--- src/rtl/imem_fetch_ctrl.sv ---
// Instruction fetch sequencer: holds each PC for MEM_LAT cycles, captures the word, hands it to decode.
// Optional macro FETCH_ALIGN_CHECK_EN adds a sticky fault on misaligned redirects.
module imem_fetch_ctrl #(
  parameter logic [31:0] RESET_PC = 32'h0000_0000,
  parameter int unsigned MEM_LAT  = 1
) (
  input  logic        clk,
  input  logic        reset,
  output logic [31:0] imem_addr,
  input  logic [31:0] imem_instr,
  input  logic        redirect,
  input  logic [31:0] redirect_pc,
  input  logic        halt,
  output logic        out_valid,
  input  logic        out_ready,
  output logic [31:0] out_instr,
  output logic [31:0] out_pc,
  output logic        busy,
  output logic        fault
);

  localparam logic [3:0] LAST = 4'(MEM_LAT - 1);

  typedef enum logic {FETCH, HALTED} state_t;

  state_t      state, state_n;
  logic [3:0]  cnt, cnt_n;
  logic [31:0] pc, pc_n;
  logic        out_valid_n;
  logic        capture;
  logic        redir;
  logic        misaligned;

  function automatic logic [31:0] pc_inc(input logic [31:0] p);
    return p + 32'd4;
  endfunction

`ifdef FETCH_ALIGN_CHECK_EN
  logic fault_r;
  assign misaligned = (redirect_pc[1:0] != 2'b00);

  always_ff @(posedge clk or posedge reset) begin
    if (reset)
      fault_r <= 1'b0;
    else if (redir && misaligned)
      fault_r <= 1'b1;
  end

  assign fault = fault_r;
`else
  assign misaligned = 1'b0;
  assign fault      = 1'b0;
`endif

  // A latched fault freezes the sequencer, so redirects are ignored from then on.
  assign redir     = redirect && !fault;
  assign imem_addr = pc;
  assign busy      = (state == FETCH);

  always_comb begin
    state_n     = state;
    cnt_n       = cnt;
    pc_n        = pc;
    capture     = 1'b0;
    out_valid_n = out_valid && !out_ready;
    if (redir) begin
      pc_n        = redirect_pc & ~32'h3;
      cnt_n       = 4'd0;
      out_valid_n = 1'b0;
      state_n     = (halt || misaligned) ? HALTED : FETCH;
    end else begin
      case (state)
        FETCH: begin
          if (halt) begin
            state_n = HALTED;
            cnt_n   = 4'd0;
          end else if (cnt == LAST) begin
            // Address stays parked on the last count until decode frees the slot.
            if (!out_valid || out_ready) begin
              capture     = 1'b1;
              out_valid_n = 1'b1;
              pc_n        = pc_inc(pc);
              cnt_n       = 4'd0;
            end
          end else begin
            cnt_n = cnt + 4'd1;
          end
        end
        HALTED: begin
          cnt_n = 4'd0;
          if (!halt && !fault)
            state_n = FETCH;
        end
      endcase
    end
  end

  always_ff @(posedge clk or posedge reset) begin
    if (reset) begin
      state     <= FETCH;
      cnt       <= 4'd0;
      pc        <= RESET_PC;
      out_valid <= 1'b0;
      out_instr <= 32'd0;
      out_pc    <= 32'd0;
    end else begin
      state     <= state_n;
      cnt       <= cnt_n;
      pc        <= pc_n;
      out_valid <= out_valid_n;
      if (capture) begin
        out_instr <= imem_instr;
        out_pc    <= pc;
      end
    end
  end

endmodule

--- config.mk ---
export PLATFORM = sky130hd
export DESIGN_NAME = imem_fetch_ctrl
export DESIGN_NICKNAME = d
export VERILOG_FILES = /design/src/rtl/imem_fetch_ctrl.sv
export SDC_FILE = /design/constraint.sdc
export NUM_CORES = 1
export LEC_CHECK = 0
export ABC_AREA = 1
export CELL_PAD_IN_SITES_DETAIL_PLACEMENT = 1
export CELL_PAD_IN_SITES_GLOBAL_PLACEMENT = 2
export CORE_UTILIZATION = 25
export DETAILED_ROUTE_END_ITERATION = 10
export GPL_TIMING_DRIVEN = 0
export PLACE_DENSITY_LB_ADDON = 0.1
export SETUP_SLACK_MARGIN = 0.05
export SYNTH_ARGS = -nofsm -noshare
export SYNTH_HDL_FRONTEND = slang
export SYNTH_SLANG_ARGS = --single-unit
--- constraint.sdc ---
create_clock -name clk -period 3.73 [get_ports clk]
set_input_delay 0.746 -clock clk [delete_from_list [all_inputs] [get_ports clk]]
set_output_delay 0.746 -clock clk [all_outputs]
set_load 0.02 [all_outputs]
==> results of run 1 <==
worst min-delay path by stage:
stage	from	endpoint	cells past startpoint
2_1_floorplan	cnt[0]	cnt[0]	1
3_3_place_gp	out_instr[9]	out_instr[9]	2
3_5_place_dp	out_instr[9]	out_instr[9]	2
4_1_cts	out_instr[9]	out_instr[9]	2
5_1_grt	out_pc[3]	out_pc[3]	2
6_report	out_instr[9]	out_instr[9]	2
stage by stage:
step,instances,hold slack (ns)
2_1_floorplan,618,0.491
3_3_place_gp,1037,0.462
3_5_place_dp,1038,0.466
4_1_cts,1054,0.486
5_1_grt,1054,0.508
6_report,1054,0.479
cell usage after synthesis (5+ instances only):
library cell and number:
a22oi_1 6, o21ai_1 22, nand4_1 6, nand2_2 5, nand3_1 36, a21boi_0 7, buf_2 16, dfrtp_1 98
xor2_1 8, buf_4 6, o211ai_1 5, inv_1 37, a21oi_1 5, nand2_1 251, nor2_1 66, nor2_2 5
layer usage:
layer  wire length [um]  GRT usage, %  vias up
met5                  0             0        -
met4                208          5.38        0
met3                748          2.65       12
met2               8110          30.4      122
met1               8280          24.4     2295
li1                   -             -     2273
cells by family (layout without fill, tap and decap cells):
kind of cell             Yosys count  in the layout
AND/OR/NAND/NOR                  383            383
flip-flops                        98             98
buffers and inverters             68            244
AO/OA/AOI/OAI                     51             51
XOR/XNOR                          10             10
adder cells (fa/ha/maj)            3              3
other                              1              5
flip-flops by register name (all words and copies together) (netlist names):
register,cells
cnt,4
state,1
out_instr,32
out_valid,1
out_pc,30
imem_addr,30
power by group:
part,total (W),internal [W],switching (W)
registers,0.00162,0.00137,0.000248
logic,0.00172,0.000787,0.000933
clock network,0.00100,0.000578,0.000423
total,0.00434,0.00274,0.00160
cell type report:
type | count | area share [%]
plain buffers | 28 | 2.39
clock buffers | 13 | 3.80
well taps | 260 | 4.57
clock inverters | 3 | 0.650
flip-flops and latches | 98 | 34.5
inverters | 40 | 2.16
multi-input cells | 452 | 29.2
repair buffers | 160 | 22.7
==> flow_metrics.py, run 1 <==
metrics = {
    "outcome": {
        "status": "completed",
    },
    "yosys": {
        "async_reset_ff_share_pct": 100,
        "synth-xor-area-share_pct": 1.81,
        "yosysSeqAreaShare_pct": 50.7,
        "synth_area_leader_cell": "dfrtp_1",
        "synth.area.top_cells": "dfrtp_1 51%, nand2_1 19%, nor2_1 5.1%, nand3_1 3.7%, inv_1 2.9%",
        "synth_top_family_by_area": "simple AND/OR/NAND/NOR gates",
        "yosys.area_share.simple_pct": 33.5,
        "netlist_area_um2": 4840,
        "synthAdderAreaFrac_pct": 0.776,
        "ys_types": 35,
        "syn_avg_cell_area_um2": 7.88,
        "synthCells": 614,
        "yosys_register_bits": 98,
        "ys.flop_type": "dfrtp_1",
        "synth_edf_count": 0,
        "synth_compound_area_share_pct": 6.52,
        "synth_top_cell_area_share_pct": 50.7,
        "synth_warnings": 0,
        "synthMuxAreaShare_pct": 0,
    },
    "sta": {
        "relSlewSlack_pct": 50.0,
        "worst_slew_pin_slew_ns": 0.749,
        "grt_setup_unrepaired": "false",
        "max_freq_mhz": 421,
        "tns_ns": 0,
        "fin_crit_ns": 2.38,
        "fin_crit_sh_pct": 63.7,
        "skew_ns": 0.00476,
        "worst_slack_ns": 1.35,
        "finalMaxSlewViolations": 0,
        "setup-violations-final": 0,
        "hold_viol_final": 0,
    },
    "clocking": {
        "cts_made_buffers": 9,
        "cts_tree": "yes",
        "root_buffer": "clkbuf_16",
        "insertion_delay_ns": 0.35,
        "post_cts_buffers": 0,
        "clk_pin_slew_ns": 0.07,
        "clockBufferDepth": 2,
        "cts_sinks": 98,
        "cts_hold_buffers": 0,
        "cts_resized": 0,
        "htree_levels": 3,
    },
    "power_and_ir_drop": {
        "p_leak_nw": 3.30,
        "powerDensity_nw_per_um2": 610,
        "power_w": 0.00434,
        "peakVddDrop_mv": 0.215,
    },
    "route": {
        "first_pass_iters": 4,
        "wl_per_cell_um": 16.5,
        "vias_per_cell": 4.46,
        "routed_wl_mm": 17.3,
        "ant_nets": 0,
        "drcViolationCount": 0,
        "first_iter_violations": 139,
        "num_vias": 4702,
    },
    "critical_path": {
        "timing.rr.end": "imem_addr[24]",
        "path_buf_inv": 1,
        "cp_num_cells": 1,
        "r2r_start": "imem_addr[2]",
        "reg2reg_depth": 10,
        "crit_required_ns": 2.98,
        "max_stage_delay_ns": 0.69,
        "cp-start-kind": "register",
        "rrSetupSlack_ns": 1.75,
        "cp-endpoint": "imem_addr[2]",
        "cpLargestDelayFamily": "buffers and inverters",
        "worstPathCellList": "clkdlybuf4s50_1",
        "critPathLaunch": "imem_addr[2]",
        "cp_slowest_cell": "clkdlybuf4s50_1",
        "worstSetupPathType": "reg -> out",
        "endpoint_kind": "output pin",
        "cp_max_fo": 8,
        "critPathArrivalTime_ns": 1.63,
    },
    "finish": {
        "area_growth_pct": 47.1,
        "final_util_pct": 37.8,
        "layout.nets": 861,
        "multi_input_area_um2": 2080,
        "final_cell_mix": "251 x nand2_1, 159 x clkdlybuf4s50_1, 98 x dfrtp_1",
        "seq_area_um2": 2450,
        "drive_above_1_share_pct": 8.31,
        "fin_area_um2": 7120,
        "diodes": 0,
        "num-fill-cells": 2264,
        "final_common_cell": "nand2_1",
    },
    "floorplanning": {
        "die_area_um2": 19900,
        "initial_core_util_pct": 25.7,
        "die_h_um": 141,
        "io_pins": 168,
        "die_x_um": 141,
        "floorplan.rows": 50,
        "core_area_um2": 18800,
    },
    "grt": {
        "grt-ovfl-total": 0,
        "grt_pass1_vias": 5054,
        "antenna_found_initial": 0,
        "grt_pass1_wl_mm": 27.7,
        "track_usage_pct": 18.2,
        "grt_max_degree": 66,
    },
    "placement": {
        "gp_congestion": 0.779,
        "dp_hpwl_mm": 13.2,
        "placed_cell_area_um2": 6800,
        "dp_worst_setup_slack_ns": 1.18,
        "io_buffers": 159,
    },
    "flow_run": {
        "drv_cap": 0,
    },
    "min_path": {
        "hp-class": "reg -> reg",
    },
}
No activity file was read; power rests on OpenSTA's default activity.
==> run 2: changes to the inputs <==
- clock period: 3.73 -> 2.25 ns (I/O delays scaled with it)
==> flow_metrics.py, run 2 (synthesized netlist as in run 1, its figures left out) <==
metrics = {
    "finish": {
        "layout.nets": 862,
        "area_growth_pct": 47.1,
        "regMostFlops": "out_instr",
        "multi_input_area_um2": 2080,
        "diodes": 0,
        "final_common_cell": "nand2_1",
        "largest_reg_flops": 32,
        "seq_area_um2": 2450,
        "drive_above_1_share_pct": 8.43,
        "final_cell_mix": "251 x nand2_1, 159 x clkdlybuf4s50_1, 98 x dfrtp_1",
        "num-fill-cells": 2258,
    },
    "placement": {
        "io_buffers": 159,
        "dp_hpwl_mm": 13.4,
        "dp_worst_setup_slack_ns": -0.0731,
        "gp_congestion": 0.791,
    },
    "route": {
        "met2_length_mm": 8.16,
        "met3_wirelength_um": 808,
        "first_iter_violations": 152,
        "highest_layer": "met4",
        "routed_wl_mm": 17.4,
        "drcViolationCount": 0,
        "drt-met1-wl_mm": 8.19,
        "first_pass_iters": 4,
        "wl_per_cell_um": 16.5,
        "num_vias": 4620,
        "vias_per_cell": 4.38,
        "ant_nets": 0,
    },
    "sta": {
        "fin_crit_ns": 2.07,
        "fin_crit_sh_pct": 92.0,
        "finalMaxSlewViolations": 0,
        "skew_ns": 0.00609,
        "setup-violations-final": 0,
        "grt_setup_unrepaired": "false",
        "tns_ns": 0,
        "relSlewSlack_pct": 50.4,
        "worst_slew_pin_slew_ns": 0.743,
        "hold_viol_final": 0,
        "max_freq_mhz": 483,
        "worst_slack_ns": 0.181,
    },
    "power_and_ir_drop": {
        "peakVddDrop_mv": 0.356,
        "p_leak_nw": 3.30,
        "powerDensity_nw_per_um2": 1010,
    },
    "critical_path": {
        "worstPathCellList": "clkdlybuf4s50_1",
        "cpLargestDelayFamily": "buffers and inverters",
        "crit_required_ns": 1.80,
        "endpoint_kind": "output pin",
        "r2r_start": "imem_addr[2]",
        "cp_slowest_cell": "clkdlybuf4s50_1",
        "rrSetupSlack_ns": 0.29,
        "worstSetupPathType": "reg -> out",
        "path_buf_inv": 1,
        "reg2reg_depth": 10,
        "cp-start-kind": "register",
        "critPathLaunch": "imem_addr[2]",
        "critPathArrivalTime_ns": 1.62,
        "cp_max_fo": 8,
        "timing.rr.end": "imem_addr[24]",
        "max_stage_delay_ns": 0.68,
        "cp_num_cells": 1,
        "cp-endpoint": "imem_addr[2]",
    },
    "clocking": {
        "cts_resized": 0,
        "cts_sinks": 98,
        "post_cts_buffers": 0,
        "cts_tree": "yes",
        "clk_pin_slew_ns": 0.07,
        "insertion_delay_ns": 0.35,
        "root_buffer": "clkbuf_16",
        "htree_levels": 3,
        "clockBufferDepth": 2,
        "cts_hold_buffers": 0,
        "cts_made_buffers": 9,
    },
    "grt": {
        "track_usage_pct": 18.5,
        "grt_max_degree": 37,
        "grt-ovfl-total": 0,
        "grt_pass1_wl_mm": 27.9,
        "antenna_found_initial": 0,
        "grt_pass1_vias": 5002,
    },
    "floorplanning": {
        "die_h_um": 141,
        "floorplan.rows": 50,
        "io_pins": 168,
        "die_area_um2": 19900,
        "core_area_um2": 18800,
        "initial_core_util_pct": 25.7,
        "die_x_um": 141,
    },
    "min_path": {
        "min_path_cells": 2,
        "worstHoldStart": "out_instr[18]",
        "hp-class": "reg -> reg",
    },
    "outcome": {
        "status": "completed",
    },
    "flow_run": {
        "drv_cap": 0,
    },
}
==> run 2: power by group <==
part           switching [W]  internal (W)  total [W]
logic                0.00155       0.00131    0.00286
clock network       0.000707      0.000902    0.00161
registers           0.000413       0.00227    0.00269
total                0.00267       0.00448    0.00716
==> run 2: how the worst min path moves through the flow <==
stage	to	slack, ns
floorplan	state	0.48
global placement	out_instr[3]	0.46
detailed placement	out_instr[1]	0.47
CTS	out_instr[1]	0.49
global route	out_instr[27]	0.51
finish	out_instr[18]	0.49
==> run 2: worst register-to-register path, stage by stage (launching register included) <==
cell	delay [ns]
dfrtp_1	0.59
ha_1	0.31
nand2_1	0.09
nor2_2	0.20
nand2_4	0.12
nor2_8	0.18
nand2_4	0.09
inv_2	0.10
nand2_1	0.05
nand2_1	0.06
nand3_1	0.07
==> run 2: area by class of cell <==
cell class / count / area share [%]
buffer: 28 / 2.39
clock buffer: 11 / 3.41
clock inverter: 5 / 0.861
inverter: 40 / 2.18
multi-input combinational: 452 / 29.2
sequential: 98 / 34.5
tap: 260 / 4.57
timing repair buffer: 161 / 22.9
==> run 2: per-layer routing <==
layer	vias to the layer above	global-route usage [%]
li1	2271	-
met5	-	0
met4	0	5.55
met2	127	30.7
met3	11	2.62
met1	2211	24.8
==> run 2: metrics by stage <==
stage	power (W)	util [%]	hold WS (ns)	area [um2]	cells
2_1_floorplan	0.00406	-	0.481	4860	618
3_3_place_gp	0.00554	36.0	0.462	6770	1037
3_5_place_dp	0.00563	36.2	0.469	6810	1039
4_1_cts	0.00730	37.8	0.490	7120	1055
5_1_grt	0.00762	37.8	0.510	7120	1055
6_report	0.00716	37.8	0.488	7120	1055
